==> config.mk <==
export PLATFORM = sky130hd
export DESIGN_NAME = dram_axi_master
export DESIGN_NICKNAME = d
export VERILOG_FILES = /design/src/rtl/dram_axi_master.sv
export SDC_FILE = /design/constraint.sdc
export NUM_CORES = 1
export LEC_CHECK = 0
export BUFFER_PORTS_ARGS = -buffer_cell sky130_fd_sc_hd__clkbuf_2
export CAP_MARGIN = 25
export CORE_AREA = 2 2 124 126
export CTS_CLUSTER_DIAMETER = 120
export DETAILED_ROUTE_END_ITERATION = 10
export DIE_AREA = 0 0 126 128
export GPL_TIMING_DRIVEN = 1
export PLACE_DENSITY = 0.85
export SLEW_MARGIN = 20
export SYNTH_ARGS = -nofsm -noshare
export SYNTH_HDL_FRONTEND = slang
export SYNTH_SLANG_ARGS = --single-unit
==> constraint.sdc <==
create_clock -name clk -period 2 [get_ports clk]
set_clock_uncertainty 0.2 [all_clocks]
set_input_delay 0.2 -clock clk [delete_from_list [all_inputs] [get_ports clk]]
set_output_delay 0.2 -clock clk [all_outputs]
set_load 0.02 [all_outputs]
==> src/rtl/dram_axi_master.sv <==
// Single-outstanding AXI-style master that maps an 8-bit record index onto a DRAM
// byte address and performs one 64-bit read or write per core request.
module dram_axi_master #(
  parameter int                ADDR_W    = 17,
  parameter int                DATA_W    = 64,
  parameter logic [ADDR_W-1:0] BASE_ADDR = 'h10000
) (
  input  logic              clk,
  input  logic              rst_n,
  input  logic              req_valid,
  input  logic              req_write,
  input  logic [7:0]        req_idx,
  input  logic [DATA_W-1:0] req_wdata,
  output logic              req_ready,
  output logic              rsp_valid,
  output logic [DATA_W-1:0] rsp_rdata,
  output logic              rsp_err,
  output logic              AR_VALID,
  output logic [ADDR_W-1:0] AR_ADDR,
  input  logic              AR_READY,
  input  logic              R_VALID,
  input  logic [DATA_W-1:0] R_DATA,
  input  logic [1:0]        R_RESP,
  output logic              R_READY,
  output logic              AW_VALID,
  output logic [ADDR_W-1:0] AW_ADDR,
  input  logic              AW_READY,
  output logic              W_VALID,
  output logic [DATA_W-1:0] W_DATA,
  input  logic              W_READY,
  input  logic              B_VALID,
  input  logic [1:0]        B_RESP,
  output logic              B_READY
);

  typedef enum logic [2:0] {IDLE, RD_A, RD_D, WR_AW, WR_B, DONE} state_e;

  state_e              state_q, state_d;
  logic                aw_done_q, aw_done_d, w_done_q, w_done_d;
  logic [ADDR_W-1:0]   ar_addr_q, ar_addr_d, aw_addr_q, aw_addr_d;
  logic [DATA_W-1:0]   w_data_q, w_data_d, rdata_q, rdata_d;
  logic                err_d;
  logic                req_ready_q, ar_valid_q, r_ready_q, aw_valid_q, w_valid_q;
  logic                b_ready_q, rsp_valid_q, rsp_err_q;
  logic [ADDR_W-1:0]   req_addr;

  // Record stride is 8 bytes; the sum deliberately wraps within ADDR_W bits.
  assign req_addr = BASE_ADDR + ADDR_W'({req_idx, 3'b000});

  always_comb begin
    state_d   = state_q;
    aw_done_d = aw_done_q;
    w_done_d  = w_done_q;
    ar_addr_d = ar_addr_q;
    aw_addr_d = aw_addr_q;
    w_data_d  = w_data_q;
    rdata_d   = rdata_q;
    err_d     = 1'b0;
    unique case (state_q)
      IDLE: begin
        if (req_valid && req_ready_q) begin
          if (req_write) begin
            aw_addr_d = req_addr;
            w_data_d  = req_wdata;
            aw_done_d = 1'b0;
            w_done_d  = 1'b0;
            state_d   = WR_AW;
          end else begin
            ar_addr_d = req_addr;
            state_d   = RD_A;
          end
        end
      end
      RD_A: if (ar_valid_q && AR_READY) state_d = RD_D;
      RD_D: begin
        if (r_ready_q && R_VALID) begin
          rdata_d = R_DATA;
          err_d   = (R_RESP != 2'b00);
          state_d = DONE;
        end
      end
      // Address and data channels complete independently, possibly in the same cycle.
      WR_AW: begin
        if (aw_valid_q && AW_READY) aw_done_d = 1'b1;
        if (w_valid_q && W_READY)   w_done_d  = 1'b1;
        if (aw_done_d && w_done_d)  state_d   = WR_B;
      end
      WR_B: begin
        if (b_ready_q && B_VALID) begin
          err_d   = (B_RESP != 2'b00);
          state_d = DONE;
        end
      end
      DONE:    state_d = IDLE;
      default: state_d = IDLE;
    endcase
  end

  // Every handshake output is the registered decode of the next state.
  always_ff @(posedge clk or negedge rst_n) begin
    if (!rst_n) begin
      state_q     <= IDLE;
      aw_done_q   <= 1'b0;
      w_done_q    <= 1'b0;
      ar_addr_q   <= '0;
      aw_addr_q   <= '0;
      w_data_q    <= '0;
      rdata_q     <= '0;
      req_ready_q <= 1'b0;
      ar_valid_q  <= 1'b0;
      r_ready_q   <= 1'b0;
      aw_valid_q  <= 1'b0;
      w_valid_q   <= 1'b0;
      b_ready_q   <= 1'b0;
      rsp_valid_q <= 1'b0;
      rsp_err_q   <= 1'b0;
    end else begin
      state_q     <= state_d;
      aw_done_q   <= aw_done_d;
      w_done_q    <= w_done_d;
      ar_addr_q   <= ar_addr_d;
      aw_addr_q   <= aw_addr_d;
      w_data_q    <= w_data_d;
      rdata_q     <= rdata_d;
      req_ready_q <= (state_d == IDLE);
      ar_valid_q  <= (state_d == RD_A);
      r_ready_q   <= (state_d == RD_D);
      aw_valid_q  <= (state_d == WR_AW) && !aw_done_d;
      w_valid_q   <= (state_d == WR_AW) && !w_done_d;
      b_ready_q   <= (state_d == WR_B);
      rsp_valid_q <= (state_d == DONE);
      rsp_err_q   <= err_d;
    end
  end

  assign req_ready = req_ready_q;
  assign rsp_valid = rsp_valid_q;
  assign rsp_rdata = rdata_q;
  assign rsp_err   = rsp_err_q;
  assign AR_VALID  = ar_valid_q;
  assign AR_ADDR   = ar_addr_q;
  assign R_READY   = r_ready_q;
  assign AW_VALID  = aw_valid_q;
  assign AW_ADDR   = aw_addr_q;
  assign W_VALID   = w_valid_q;
  assign W_DATA    = w_data_q;
  assign B_READY   = b_ready_q;

endmodule

== Yosys cells after proc, flatten, opt, wreduce, memory -nomap -nowiden ==
Index checks and enable logic that the tools add are counted.

* Register bits: 175
* Input port bits: 149
* Output and inout port bits: 170
* Logic and storage cells: 64

* Add/subtract/negate cells: 1
* Equal/unequal tests: 9
* Muxes and demuxes: 20
* Bitwise operators: 1
* Reduce and logical (&&, ||, !) cells: 18

{| class="wikitable"
|+ Operators with widths
! kind !! number
|-
| $add A17 B11 Y17 const A || 1
|-
| $mux W3 || 5
|-
| $pmux W3 S5 || 1
|-
| $eq A3 B2 Y1 const B || 4
|-
| $mux W1 || 10
|-
| $eq A3 B3 Y1 const B || 3
|-
| $logic_and A1 B1 Y1 || 9
|-
| $eq A3 B1 Y1 const B || 2
|-
| $logic_not A3 Y1 || 2
|-
| $pmux W1 S2 || 3
|-
| $reduce_and A3 Y1 || 2
|-
| $reduce_bool A2 Y1 || 2
|-
| $logic_not A1 Y1 || 2
|-
| $mux W2 || 1
|-
| $reduce_and A2 Y1 || 1
|-
| $not A1 Y1 || 1
|}

== Depth between registers and ports, before layout ==
Gate-level depths: netlist (run 1).

* Word-level depth: 8
* Depth in mapped cells: 7
* Mapped depth without buffers: 4

== Least setup slack after synthesis (run 1) ==
No wires, ideal clock.

* Kind: reg-to-reg
* Start point: register state_q[0]
* End point: register w_data_q[22], in the netlist W_DATA[22]
* Library setup time: 0.117 ns
* Arrival: 1.352 ns
* Data required time: 1.683 ns
* Path slack: 0.331 ns
* Stages on the path, launching flop included: 8
* Path buffers: 3
* Clock period less this slack: 1.669 ns
* Path through: dfrtp_1 -> buf_2 -> nor4b_4 -> nand3_1 -> buf_2 -> buf_2 -> nand2_1 -> nand2_1

* Longest elaborated chain between the ends: 2

{| class="wikitable"
|+ RTL lines
! element !! line !! RTL
|-
| from (decl) || 38 || <nowiki>state_e state_q, state_d;</nowiki>
|-
| from (signal assigned) || 118 || <nowiki>state_q <= state_d;</nowiki>
|-
| $logic_not A3 Y1 || 59 || <nowiki>unique case (state_q)</nowiki>
|-
| $reduce_and A3 Y1 (no source line) || - ||
|-
| to (signal assigned) || 123 || <nowiki>w_data_q <= w_data_d;</nowiki>
|-
| to (decl) || 41 || <nowiki>logic [DATA_W-1:0] w_data_q, w_data_d, rdata_q, rdata_d;</nowiki>
|}

Every way passes these cells.
A chain may end at the register's enable or synchronous reset.

== Worst setup path in the final report (run 1) ==
* Start point: register state_q[1]
* End point: register r_ready_q, in the netlist R_READY

* Longest elaborated chain between the ends: 3
* Elaborated cells on any way between the ends: 12
* Those cells by class: 5 x eq/ne; 6 x mux; 1 x reduce/logical

{| class="wikitable"
|+ RTL lines
! element !! line !! RTL
|-
| $eq A3 B3 Y1 (tied with other cells) || 59 ||
|-
| $pmux W3 S5 (*) || 59 ||
|-
| $eq A3 B2 Y1 (*) || 127 || <nowiki>r_ready_q <= (state_d == RD_D);</nowiki>
|-
| to (signal assigned) || 127 ||
|-
| to (decl) || 43 || <nowiki>logic req_ready_q, ar_valid_q, r_ready_q, aw_valid_q, w_valid_q;</nowiki>
|}

Every way passes the cells marked *; elsewhere a longest branch is shown, timed or not.

==> impl_metrics.xml, run 1 <==
<?xml version="1.0" encoding="UTF-8"?>
<metrics>
  <group name="hold_path">
    <metric name="hold_path.class" unit="">in -&gt; reg</metric>
    <metric name="min_path_cells" unit="">3</metric>
  </group>
  <group name="cells_and_area">
    <metric name="flow.area_growth_from_synthesis" unit="%">60.7</metric>
    <metric name="instances_no_fill" unit="">1318</metric>
    <metric name="post_route_cells_drive_above_1_share" unit="%">32.2</metric>
    <metric name="postLayoutCoreUtil" unit="%">66.9</metric>
    <metric name="fillerInstances" unit="">1051</metric>
    <metric name="nets" unit="">1264</metric>
    <metric name="postLayoutCellArea" unit="um2">9940</metric>
  </group>
  <group name="cts">
    <metric name="path_clk_slew" unit="ns">0.06</metric>
    <metric name="cts-buffers-inserted" unit="">17</metric>
    <metric name="ctsHtreeMaxLevel" unit="">4</metric>
    <metric name="cts-root-to-sink-buffers" unit="">2</metric>
    <metric name="cts.repair_timing.setup_buffer_count" unit="">0</metric>
    <metric name="clkLatencyLatePin" unit="ns">0.41</metric>
    <metric name="cts_tree" unit="">yes</metric>
    <metric name="numClockSinks" unit="">159</metric>
    <metric name="clock_tree.root_cell" unit="">clkbuf_16</metric>
  </group>
  <group name="route">
    <metric name="drt-total-wl" unit="um">21400</metric>
    <metric name="drt-vias-per-instance" unit="">4.83</metric>
    <metric name="first_iter_violations" unit="">386</metric>
    <metric name="routed_wire_length_per_instance" unit="um">16.2</metric>
    <metric name="drc" unit="">0</metric>
    <metric name="via_count" unit="">6361</metric>
    <metric name="antenna_left" unit="">0</metric>
    <metric name="drt_first_pass_iters" unit="">5</metric>
  </group>
  <group name="yosys">
    <metric name="async_reset_ff_share" unit="%">100</metric>
    <metric name="syn-instance-count" unit="">666</metric>
    <metric name="synth_warnings" unit="">0</metric>
    <metric name="netlist_top_cells_area" unit="">dfrtp_1 64%, nand2_1 25%, buf_4 1.9%</metric>
    <metric name="yosysTopAreaCellShare" unit="%">64.3</metric>
    <metric name="synth-edff-count" unit="">0</metric>
    <metric name="yosys.area.top_type" unit="">dfrtp_1</metric>
    <metric name="post-synth-top-count-cell" unit="">nand2_1</metric>
    <metric name="post_synth.cell_area_avg" unit="um2">9.29</metric>
    <metric name="synth_cell_area" unit="um2">6190</metric>
    <metric name="seq_area_frac_synth" unit="%">64.3</metric>
    <metric name="synth.ff_latch_count" unit="">159</metric>
    <metric name="most_frequently_used_flop_master_after_synthesis" unit="">dfrtp_1</metric>
    <metric name="synth.top_cells.by_count" unit="">412 x nand2_1, 159 x dfrtp_1, 22 x buf_2, 16 x buf_4</metric>
    <metric name="synthDistinctLibCells" unit="">28</metric>
  </group>
  <group name="floorplanning">
    <metric name="floorplan.die_area" unit="um2">16100</metric>
    <metric name="std_cell_rows" unit="">45</metric>
    <metric name="die_width" unit="um">126</metric>
    <metric name="pin_count" unit="">319</metric>
    <metric name="initial_core_util" unit="%">41.6</metric>
    <metric name="die_h" unit="um">128</metric>
    <metric name="core_area" unit="um2">14900</metric>
  </group>
  <group name="global_route">
    <metric name="number_of_global_route_vias_before_repair" unit="">6622</metric>
    <metric name="antenna_found_initial" unit="">1</metric>
    <metric name="grtUsageTotal" unit="%">26.6</metric>
    <metric name="largest_net_degree_at_the_start_of_global_routing" unit="">74</metric>
    <metric name="global_route_wire_length_before_repair" unit="um">33700</metric>
    <metric name="global_route.overflow_total" unit="">0</metric>
  </group>
  <group name="timing">
    <metric name="final_critical_path_setup_slack" unit="ns">0.138</metric>
    <metric name="fmaxAchievable" unit="MHz">537</metric>
    <metric name="timing_hold_violations_final" unit="">0</metric>
    <metric name="timing.final.crit_period" unit="ns">1.86</metric>
    <metric name="period_utilisation_layout" unit="%">93.1</metric>
    <metric name="setup_viol" unit="">0</metric>
    <metric name="totalNegativeSetupSlack" unit="ns">0</metric>
    <metric name="hold-worst-slack" unit="ns">0.0322</metric>
    <metric name="report.final.slew_viol_count" unit="">0</metric>
    <metric name="grt_setup_unrepaired" unit="">false</metric>
  </group>
  <group name="worst_setup_path">
    <metric name="timing.critical_path.to_type" unit="">flip-flop</metric>
    <metric name="worstRegToRegCells" unit="">4</metric>
    <metric name="critPathArrivalTime" unit="ns">2.00</metric>
    <metric name="crit_path_kind" unit="">reg -&gt; reg</metric>
    <metric name="critPathMaxFanout" unit="">9</metric>
    <metric name="required" unit="ns">2.14</metric>
    <metric name="worst_setup_path_start_kind" unit="">flip-flop</metric>
  </group>
  <group name="pwr">
    <metric name="leakage" unit="nW">5.65</metric>
    <metric name="total_power" unit="mW">14.3</metric>
    <metric name="peakVddDrop" unit="V">0.000708</metric>
    <metric name="pwr_density_cell" unit="nW/um2">1440</metric>
  </group>
  <group name="placed_design">
    <metric name="placedCellCount" unit="">1138</metric>
    <metric name="place_area" unit="um2">7870</metric>
    <metric name="place_congestion" unit="">0.763</metric>
    <metric name="place.detailed.hpwl" unit="um">12300</metric>
    <metric name="port-buffer-count" unit="">302</metric>
    <metric name="preCtsSetupSlack" unit="ns">0.119</metric>
  </group>
  <group name="status">
    <metric name="status" unit="">finished clean</metric>
  </group>
  <group name="run">
    <metric name="timing.max_cap.violations" unit="">0</metric>
  </group>
</metrics>
[state kept, by name, indices dropped and copies added, names as in the netlist]
register	count
AR_VALID	1
rsp_err	1
state_q	3
aw_done_q	1
req_ready	1
rsp_valid	1
R_READY	1
w_done_q	1
B_READY	1
AW_ADDR	9
rsp_rdata	64
AR_ADDR	9
W_DATA	64
W_VALID	1
AW_VALID	1
[routing by layer]
layer | GRT usage [%] | share of wire, % | vias up
li1 | - | - | 2907
met1 | 30.7 | 37 | 3040
met2 | 44.8 | 51 | 340
met3 | 8.10 | 8.4 | 74
met4 | 13.7 | 4.0 | 0
met5 | 0 | 0 | -
[critical path: stages (launching register included)]
cell and delay [ns]:
dfrtp_1 0.40, buf_4 0.18, nand4b_1 0.19, a21oi_2 0.24, dlygate4sd3_1 0.59
[logic make-up (layout without fill, tap and decap cells)]
family                 count (synthesis)  count (layout)  synth area share (%)
other                                  1              18                0.0606
AO/OA/AOI/OAI                         10              10                 0.971
AND/OR/NAND/NOR                      440             440                  28.0
flip-flops                           159             159                  64.3
multiplexers                           8               8                  1.46
buffers and inverters                 48             495                  5.18
[worst paths after layout]
check | slack, ns | from | end
setup / recovery | 0.14 | state_q[1]$_DFF_PN0_ | R_READY$_DFF_PN0_
hold / removal | 0.03 | req_valid | state_q[0]$_DFF_PN0_
setup reg to reg | 0.14 | state_q[1]$_DFF_PN0_ | R_READY$_DFF_PN0_
hold reg to reg | 0.27 | rsp_rdata[8]$_DFFE_PN0P_ | rsp_rdata[8]$_DFFE_PN0P_
max in group asynchronous | 0.91 | rst_n | rsp_rdata[57]$_DFFE_PN0P_
min in group asynchronous | 0.08 | rst_n | W_DATA[18]$_DFFE_PN0P_
[power by group]
part | switching (mW) | internal, mW | leakage [nW]
clock network | 1.36 | 1.89 | 0.282
logic | 3.68 | 1.93 | 3.33
registers | 0.833 | 4.57 | 2.03
total | 5.87 | 8.39 | 5.65
[layout by cell type (no fill, tap or decap), types with 2 or more instances in the layout]
cell,n
mux2_2,8
clkinvlp_4,4
buf_6,2
dfrtp_1,159
nor2_1,8
inv_6,4
clkbuf_2,301
clkbuf_16,17
conb_1,16
diode_2,2
buf_4,8
nor3b_1,3
bufinv_16,2
a21oi_1,2
buf_12,6
a31oi_1,2
dlygate4sd3_1,146
nand2b_1,3
o21ai_0,2
nand4_1,3
nor3_1,2
nand2_1,412
clkinv_2,2
[layout make-up]
type                    instances  area, um2  area share (%)
clock inverters                14        155            1.56
well taps                     188        235            2.37
diodes                          2       5.00          0.0504
clock buffers                  18        439            4.42
multi-input cells             474       1950            19.7
flip-flops and latches        159       3980            40.0
repair buffers                463       3170            31.9
[timing repair]
item	CTS	global route
endpoints found under the setup margin	0	2
resized for setup	0	2
hold endpoints to repair	311	0
hold buffers	146	0
Note: power is estimated with default switching activity, not from simulation.
==> run 2: changes to the inputs <==
- BUFFER_PORTS_ARGS: -buffer_cell sky130_fd_sc_hd__clkbuf_2 -> -buffer_cell sky130_fd_sc_hd__buf_2
==> run 2 against run 1 <==
  * Utilization is 0.14 points higher
  * Die area is the same
  * Combinational power about the same
  * Register-to-register slack about the same
  * Global-route usage is 0.46 points lower
  * Sequential cell count stayed put
  * Clock power shrank 2%
  * Non-clock buffer count grew 2
  * Largest power group unchanged
  * Worst setup slack got worse by 0.012 ns
  * First-iteration DRC count fell by 9.8%
==> impl_metrics.xml, run 2 (same netlist as run 1, synthesis figures left out) <==
<?xml version="1.0" encoding="UTF-8"?>
<metrics>
  <group name="pwr">
    <metric name="total_power" unit="mW">14.1</metric>
    <metric name="leakage" unit="nW">5.67</metric>
    <metric name="pwr_density_cell" unit="nW/um2">1420</metric>
    <metric name="peakVddDrop" unit="V">0.000655</metric>
  </group>
  <group name="timing">
    <metric name="report.final.slew_viol_count" unit="">0</metric>
    <metric name="timing_hold_violations_final" unit="">0</metric>
    <metric name="timing.final.crit_period" unit="ns">1.87</metric>
    <metric name="totalNegativeSetupSlack" unit="ns">0</metric>
    <metric name="grt_setup_unrepaired" unit="">false</metric>
    <metric name="setup_viol" unit="">0</metric>
    <metric name="period_utilisation_layout" unit="%">93.7</metric>
    <metric name="fmaxAchievable" unit="MHz">534</metric>
  </group>
  <group name="cts">
    <metric name="cts.repair_timing.setup_buffer_count" unit="">0</metric>
    <metric name="cts-root-to-sink-buffers" unit="">2</metric>
    <metric name="clock_tree.root_cell" unit="">clkbuf_16</metric>
    <metric name="clkLatencyLatePin" unit="ns">0.41</metric>
    <metric name="cts-buffers-inserted" unit="">17</metric>
    <metric name="cts_tree" unit="">yes</metric>
    <metric name="ctsHtreeMaxLevel" unit="">4</metric>
    <metric name="path_clk_slew" unit="ns">0.06</metric>
    <metric name="numClockSinks" unit="">159</metric>
  </group>
  <group name="global_route">
    <metric name="largest_net_degree_at_the_start_of_global_routing" unit="">74</metric>
    <metric name="antenna_found_initial" unit="">2</metric>
    <metric name="global_route_wire_length_before_repair" unit="um">32900</metric>
    <metric name="number_of_global_route_vias_before_repair" unit="">6434</metric>
    <metric name="global_route.overflow_total" unit="">0</metric>
    <metric name="grtUsageTotal" unit="%">26.1</metric>
  </group>
  <group name="route">
    <metric name="antenna_left" unit="">0</metric>
    <metric name="drt_first_pass_iters" unit="">5</metric>
    <metric name="drc" unit="">0</metric>
    <metric name="drt-total-wl" unit="um">20800</metric>
    <metric name="routed_wire_length_per_instance" unit="um">15.8</metric>
    <metric name="drt-vias-per-instance" unit="">4.69</metric>
    <metric name="via_count" unit="">6183</metric>
    <metric name="first_iter_violations" unit="">348</metric>
  </group>
  <group name="placed_design">
    <metric name="port-buffer-count" unit="">302</metric>
    <metric name="place.detailed.hpwl" unit="um">12300</metric>
    <metric name="placedCellCount" unit="">1140</metric>
    <metric name="place_area" unit="um2">7910</metric>
    <metric name="place_congestion" unit="">0.766</metric>
  </group>
  <group name="worst_setup_path">
    <metric name="worst_setup_path_start_kind" unit="">flip-flop</metric>
    <metric name="required" unit="ns">2.14</metric>
    <metric name="critPathArrivalTime" unit="ns">2.02</metric>
    <metric name="critPathMaxFanout" unit="">9</metric>
    <metric name="crit_path_kind" unit="">reg -&gt; reg</metric>
    <metric name="r2r_setup_slack" unit="ns">0.13</metric>
    <metric name="timing.critical_path.to_type" unit="">flip-flop</metric>
  </group>
  <group name="cells_and_area">
    <metric name="instances_no_fill" unit="">1318</metric>
    <metric name="postLayoutCellArea" unit="um2">9960</metric>
    <metric name="sequential_cell_area_in_the_final_layout" unit="um2">3980</metric>
    <metric name="post_route_cells_drive_above_1_share" unit="%">32.1</metric>
    <metric name="multi_input_gate_area" unit="um2">1950</metric>
    <metric name="nets" unit="">1266</metric>
    <metric name="most-common-layout-cells" unit="">412 x nand2_1, 301 x buf_2, 159 x dfrtp_1, 146 x dlygate4sd3_1, 17 x clkbuf_16</metric>
    <metric name="flow.area_growth_from_synthesis" unit="%">61.0</metric>
    <metric name="fillerInstances" unit="">1060</metric>
    <metric name="layout.cells.most_common" unit="">nand2_1</metric>
  </group>
  <group name="hold_path">
    <metric name="hold_path.class" unit="">in -&gt; reg</metric>
  </group>
  <group name="floorplanning">
    <metric name="die_width" unit="um">126</metric>
    <metric name="core_area" unit="um2">14900</metric>
    <metric name="initial_core_util" unit="%">41.6</metric>
    <metric name="pin_count" unit="">319</metric>
    <metric name="die_h" unit="um">128</metric>
    <metric name="floorplan.die_area" unit="um2">16100</metric>
    <metric name="std_cell_rows" unit="">45</metric>
  </group>
  <group name="run">
    <metric name="timing.max_cap.violations" unit="">0</metric>
  </group>
  <group name="status">
    <metric name="status" unit="">finished clean</metric>
  </group>
</metrics>
==> run 2: cell count changes in the layout (fill, tap and decap cells not counted) <==
cell	delta
buf_2	+301
clkbuf_2	-301
buf_12	+2
clkbuf_1	+2
clkinv_2	-1
clkinvlp_4	-1
diode_2	-1
inv_8	-1
==> run 2: cell type report <==
type | count | share of cell area, %
Timing Repair Buffer | 465 | 32.2
Sequential cell | 159 | 39.9
Tap cell | 188 | 2.36
Antenna cell | 1 | 0.0251
Multi-Input combinational cell | 474 | 19.6
Clock buffer | 20 | 4.48
Clock inverter | 11 | 1.32
==> run 2: what timing repair did <==
item | 4_1_cts | 5_1_grt
endpoints found under the hold margin | 310 | 0
resized for setup | 0 | 2
setup endpoints to repair | 0 | 2
hold buffers | 146 | 0
==> run 2: stage by stage <==
step / hold WS (ns) / utilization [%] / setup slack, ns
floorplan: -0.296 / - / 0.331
global placement: -0.0299 / 53.2 / 0.141
detailed placement: -0.0246 / 53.2 / 0.131
CTS: 0.0141 / 66.9 / 0.0490
global route: 0.0507 / 67.0 / 0.0556
finish: 0.0421 / 67.0 / 0.126
==> run 2: worst paths after layout <==
kind	from	depth (start not counted)	end
max	state_q[1]$_DFF_PN0_	4	R_READY$_DFF_PN0_
min	req_valid	3	state_q[0]$_DFF_PN0_
max reg2reg	state_q[1]$_DFF_PN0_	4	R_READY$_DFF_PN0_
min reg2reg	AR_ADDR[16]$_DFFE_PN0P_	1	AR_ADDR[16]$_DFFE_PN0P_
max in group asynchronous	rst_n	3	W_DATA[27]$_DFFE_PN0P_
min in group asynchronous	rst_n	2	W_DATA[21]$_DFFE_PN0P_
==> run 2: metal layers <==
layer | GRT usage [%] | part of all wire, % | vias up
li1 | - | - | 2913
met1 | 29.5 | 38 | 2882
met2 | 44.9 | 50 | 323
met3 | 8.89 | 9.0 | 63
met4 | 11.7 | 3.5 | 2
met5 | 0 | 0.062 | -
==> run 2: worst max-delay path, cell delays in order (launching register included) <==
cell           delay [ns]
dfrtp_1              0.40
buf_4                0.17
nand4b_1             0.20
a21oi_2              0.25
dlygate4sd3_1        0.59
==> run 2: where the power goes <==
group          switching [mW]  internal (mW)  leakage [nW]
clock network            1.30           1.88         0.274
logic                    3.64           1.97          3.36
registers               0.779           4.57          2.03
total                    5.72           8.42          5.67
==> run 3: changes to the inputs <==
- PLACE_DENSITY: 0.85 -> 0.75
==> run 3 against run 2 <==
  * Combinational power down 0.7%
  * Sequential power hardly changed
  * Worst hold slack better by 0.0045 ns
  * Global-route usage shrank 0.95 points
  * Fmax decreased by 0.57%
  * Total power rose by 1.2%
  * Non-clock buffer count fell by 3
  * Sequential share of layout area grew 0.055 points
  * Sequential cell count unchanged
  * Register-to-register slack is essentially flat
  * Critical path type unchanged
  * Critical endpoint unchanged
  * Largest cell class unchanged
  * Highest routed layer is now met4
==> impl_metrics.xml, run 3 (same netlist as run 1, synthesis figures left out) <==
<?xml version="1.0" encoding="UTF-8"?>
<metrics>
  <group name="global_route">
    <metric name="grtUsageTotal" unit="%">25.1</metric>
    <metric name="global_route.overflow_total" unit="">0</metric>
    <metric name="antenna_found_initial" unit="">0</metric>
    <metric name="global_route_wire_length_before_repair" unit="um">32000</metric>
    <metric name="largest_net_degree_at_the_start_of_global_routing" unit="">64</metric>
    <metric name="number_of_global_route_vias_before_repair" unit="">6311</metric>
  </group>
  <group name="pwr">
    <metric name="total_power" unit="mW">14.3</metric>
    <metric name="comb_power_share" unit="%">38.9</metric>
    <metric name="intPower" unit="mW">8.62</metric>
    <metric name="power.share.sequential" unit="%">37.3</metric>
    <metric name="peakVddDrop" unit="V">0.000687</metric>
    <metric name="leakage" unit="nW">5.66</metric>
    <metric name="pwr_density_cell" unit="nW/um2">1440</metric>
    <metric name="power.clock.fraction" unit="%">23.8</metric>
    <metric name="power.switching_fraction" unit="%">39.7</metric>
    <metric name="net-switching-power" unit="mW">5.69</metric>
  </group>
  <group name="worst_setup_path">
    <metric name="critPathArrivalTime" unit="ns">2.03</metric>
    <metric name="crit_path_kind" unit="">reg -&gt; reg</metric>
    <metric name="required" unit="ns">2.14</metric>
    <metric name="critical_path.n_buffers_inverters" unit="">2</metric>
    <metric name="worst_setup_path_start_kind" unit="">flip-flop</metric>
    <metric name="crit_chain" unit="">buf_4 -&gt; nand4b_1 -&gt; a21oi_2 -&gt; dlygate4sd3_1</metric>
    <metric name="critPathSlowestCell" unit="">dlygate4sd3_1</metric>
    <metric name="critical-path-max-stage-delay" unit="ns">0.59</metric>
    <metric name="timing.critical_path.to_type" unit="">flip-flop</metric>
    <metric name="critPathMaxFanout" unit="">9</metric>
    <metric name="timing.critical_path.max_delay_family" unit="">buffers and inverters</metric>
  </group>
  <group name="cts">
    <metric name="cts.repair_timing.setup_buffer_count" unit="">0</metric>
    <metric name="cts-root-to-sink-buffers" unit="">2</metric>
    <metric name="clock_tree.root_cell" unit="">clkbuf_16</metric>
    <metric name="path_clk_slew" unit="ns">0.06</metric>
    <metric name="clkLatencyLatePin" unit="ns">0.41</metric>
    <metric name="numClockSinks" unit="">159</metric>
    <metric name="cts-buffers-inserted" unit="">17</metric>
    <metric name="ctsHtreeMaxLevel" unit="">4</metric>
    <metric name="cts_tree" unit="">yes</metric>
  </group>
  <group name="cells_and_area">
    <metric name="n_antenna_cell" unit="">0</metric>
    <metric name="layout.cells.most_common" unit="">nand2_1</metric>
    <metric name="fillerInstances" unit="">1022</metric>
    <metric name="flow.area_growth_from_synthesis" unit="%">60.8</metric>
    <metric name="most-common-layout-cells" unit="">412 x nand2_1, 301 x buf_2, 159 x dfrtp_1, 146 x dlygate4sd3_1, 17 x clkbuf_16</metric>
    <metric name="sequential_cell_area_in_the_final_layout" unit="um2">3980</metric>
    <metric name="nets" unit="">1263</metric>
    <metric name="multi_input_gate_area" unit="um2">1950</metric>
    <metric name="post_route_cells_drive_above_1_share" unit="%">31.9</metric>
  </group>
  <group name="floorplanning">
    <metric name="pin_count" unit="">319</metric>
    <metric name="floorplan.die_area" unit="um2">16100</metric>
    <metric name="die_width" unit="um">126</metric>
    <metric name="std_cell_rows" unit="">45</metric>
    <metric name="core_area" unit="um2">14900</metric>
    <metric name="die_h" unit="um">128</metric>
    <metric name="initial_core_util" unit="%">41.6</metric>
  </group>
  <group name="timing">
    <metric name="timing.final.crit_period" unit="ns">1.88</metric>
    <metric name="period_utilisation_layout" unit="%">94.2</metric>
    <metric name="timing_hold_violations_final" unit="">0</metric>
    <metric name="grt_setup_unrepaired" unit="">false</metric>
    <metric name="fmaxAchievable" unit="MHz">531</metric>
    <metric name="setup_viol" unit="">0</metric>
    <metric name="totalNegativeSetupSlack" unit="ns">0</metric>
    <metric name="report.final.slew_viol_count" unit="">0</metric>
    <metric name="max_slew_margin" unit="%">64.7</metric>
    <metric name="tightest_slew" unit="ns">0.529</metric>
  </group>
  <group name="route">
    <metric name="drt_first_pass_iters" unit="">7</metric>
    <metric name="routed_wire_length_per_instance" unit="um">15.3</metric>
    <metric name="via_count" unit="">6125</metric>
    <metric name="antenna_left" unit="">0</metric>
    <metric name="drt-total-wl" unit="um">20100</metric>
    <metric name="drc" unit="">0</metric>
    <metric name="drt-vias-per-instance" unit="">4.66</metric>
    <metric name="first_iter_violations" unit="">372</metric>
  </group>
  <group name="placed_design">
    <metric name="place.detailed.hpwl" unit="um">12200</metric>
    <metric name="port-buffer-count" unit="">302</metric>
    <metric name="place_congestion" unit="">0.804</metric>
  </group>
  <group name="run">
    <metric name="timing.max_cap.violations" unit="">0</metric>
  </group>
  <group name="hold_path">
    <metric name="hold_path.class" unit="">in -&gt; reg</metric>
  </group>
  <group name="status">
    <metric name="status" unit="">finished clean</metric>
  </group>
</metrics>
[run 3: cell type report]
cell class	count	area share [%]
well taps	188	2.37
repair buffers	462	31.8
clock inverters	12	1.86
multi-input cells	474	19.7
clock buffers	19	4.35
flip-flops and latches	159	40.0
[run 3: final timing paths]
check                                        start                         to  slack, ns  cells past startpoint
setup / recovery              state_q[1]$_DFF_PN0_          R_READY$_DFF_PN0_       0.12                      4
hold / removal                           req_valid       state_q[0]$_DFF_PN0_       0.05                      3
setup reg to reg              state_q[1]$_DFF_PN0_          R_READY$_DFF_PN0_       0.12                      4
hold reg to reg            AR_ADDR[16]$_DFFE_PN0P_    AR_ADDR[16]$_DFFE_PN0P_       0.26                      1
max in group asynchronous                    rst_n  rsp_rdata[59]$_DFFE_PN0P_       0.94                      3
min in group asynchronous                    rst_n     W_DATA[34]$_DFFE_PN0P_       0.06                      2
[run 3: repair_timing]
item / CTS / global route
endpoints found under the setup margin: 0 / 1
gates resized for setup: 0 / 1
endpoints found under the hold margin: 310 / 0
hold buffers: 146 / 0
[run 3: power groups by stage]
| stage | Combinational (mW) | Clock [mW] | Sequential (mW) |
|---|---|---|---|
| after CTS | 5.49 | 3.46 | 5.28 |
| after global routing | 6.04 | 3.63 | 5.47 |
| after global placement | 5.14 | 0 | 5.27 |
| final | 5.57 | 3.40 | 5.33 |
| after detailed placement | 5.27 | 0 | 5.29 |
| after floorplan | 1.56 | 0 | 6.92 |
[run 3: metal layers]
| layer | up-vias | GRT usage, % | part of all wire [%] |
|---|---|---|---|
| met5 | - | 0 | 0 |
| met4 | 0 | 10.3 | 2.8 |
| met3 | 45 | 7.30 | 8.1 |
| met2 | 297 | 43.5 | 51 |
| met1 | 2874 | 29.6 | 38 |
| li1 | 2909 | - | - |
[run 3: through the flow]
| step | utilization (%) | setup slack, ns | instances | cell area, um2 | hold WS (ns) |
|---|---|---|---|---|---|
| floorplan | - | 0.331 | 681 | 6240 | -0.296 |
| global placement | 52.9 | 0.218 | 1137 | 7860 | -0.0654 |
| detailed placement | 52.9 | 0.180 | 1137 | 7860 | -0.0688 |
| CTS | 66.9 | 0.0477 | 1314 | 9940 | 0.0153 |
| global route | 66.9 | 0.0202 | 1314 | 9950 | 0.0241 |
| finish | 66.9 | 0.115 | 1314 | 9950 | 0.0465 |
[run 3: tightest hold or removal path: stages]
cell     delay [ns]
buf_2          0.12
a22oi_1        0.11
nand4_1        0.17
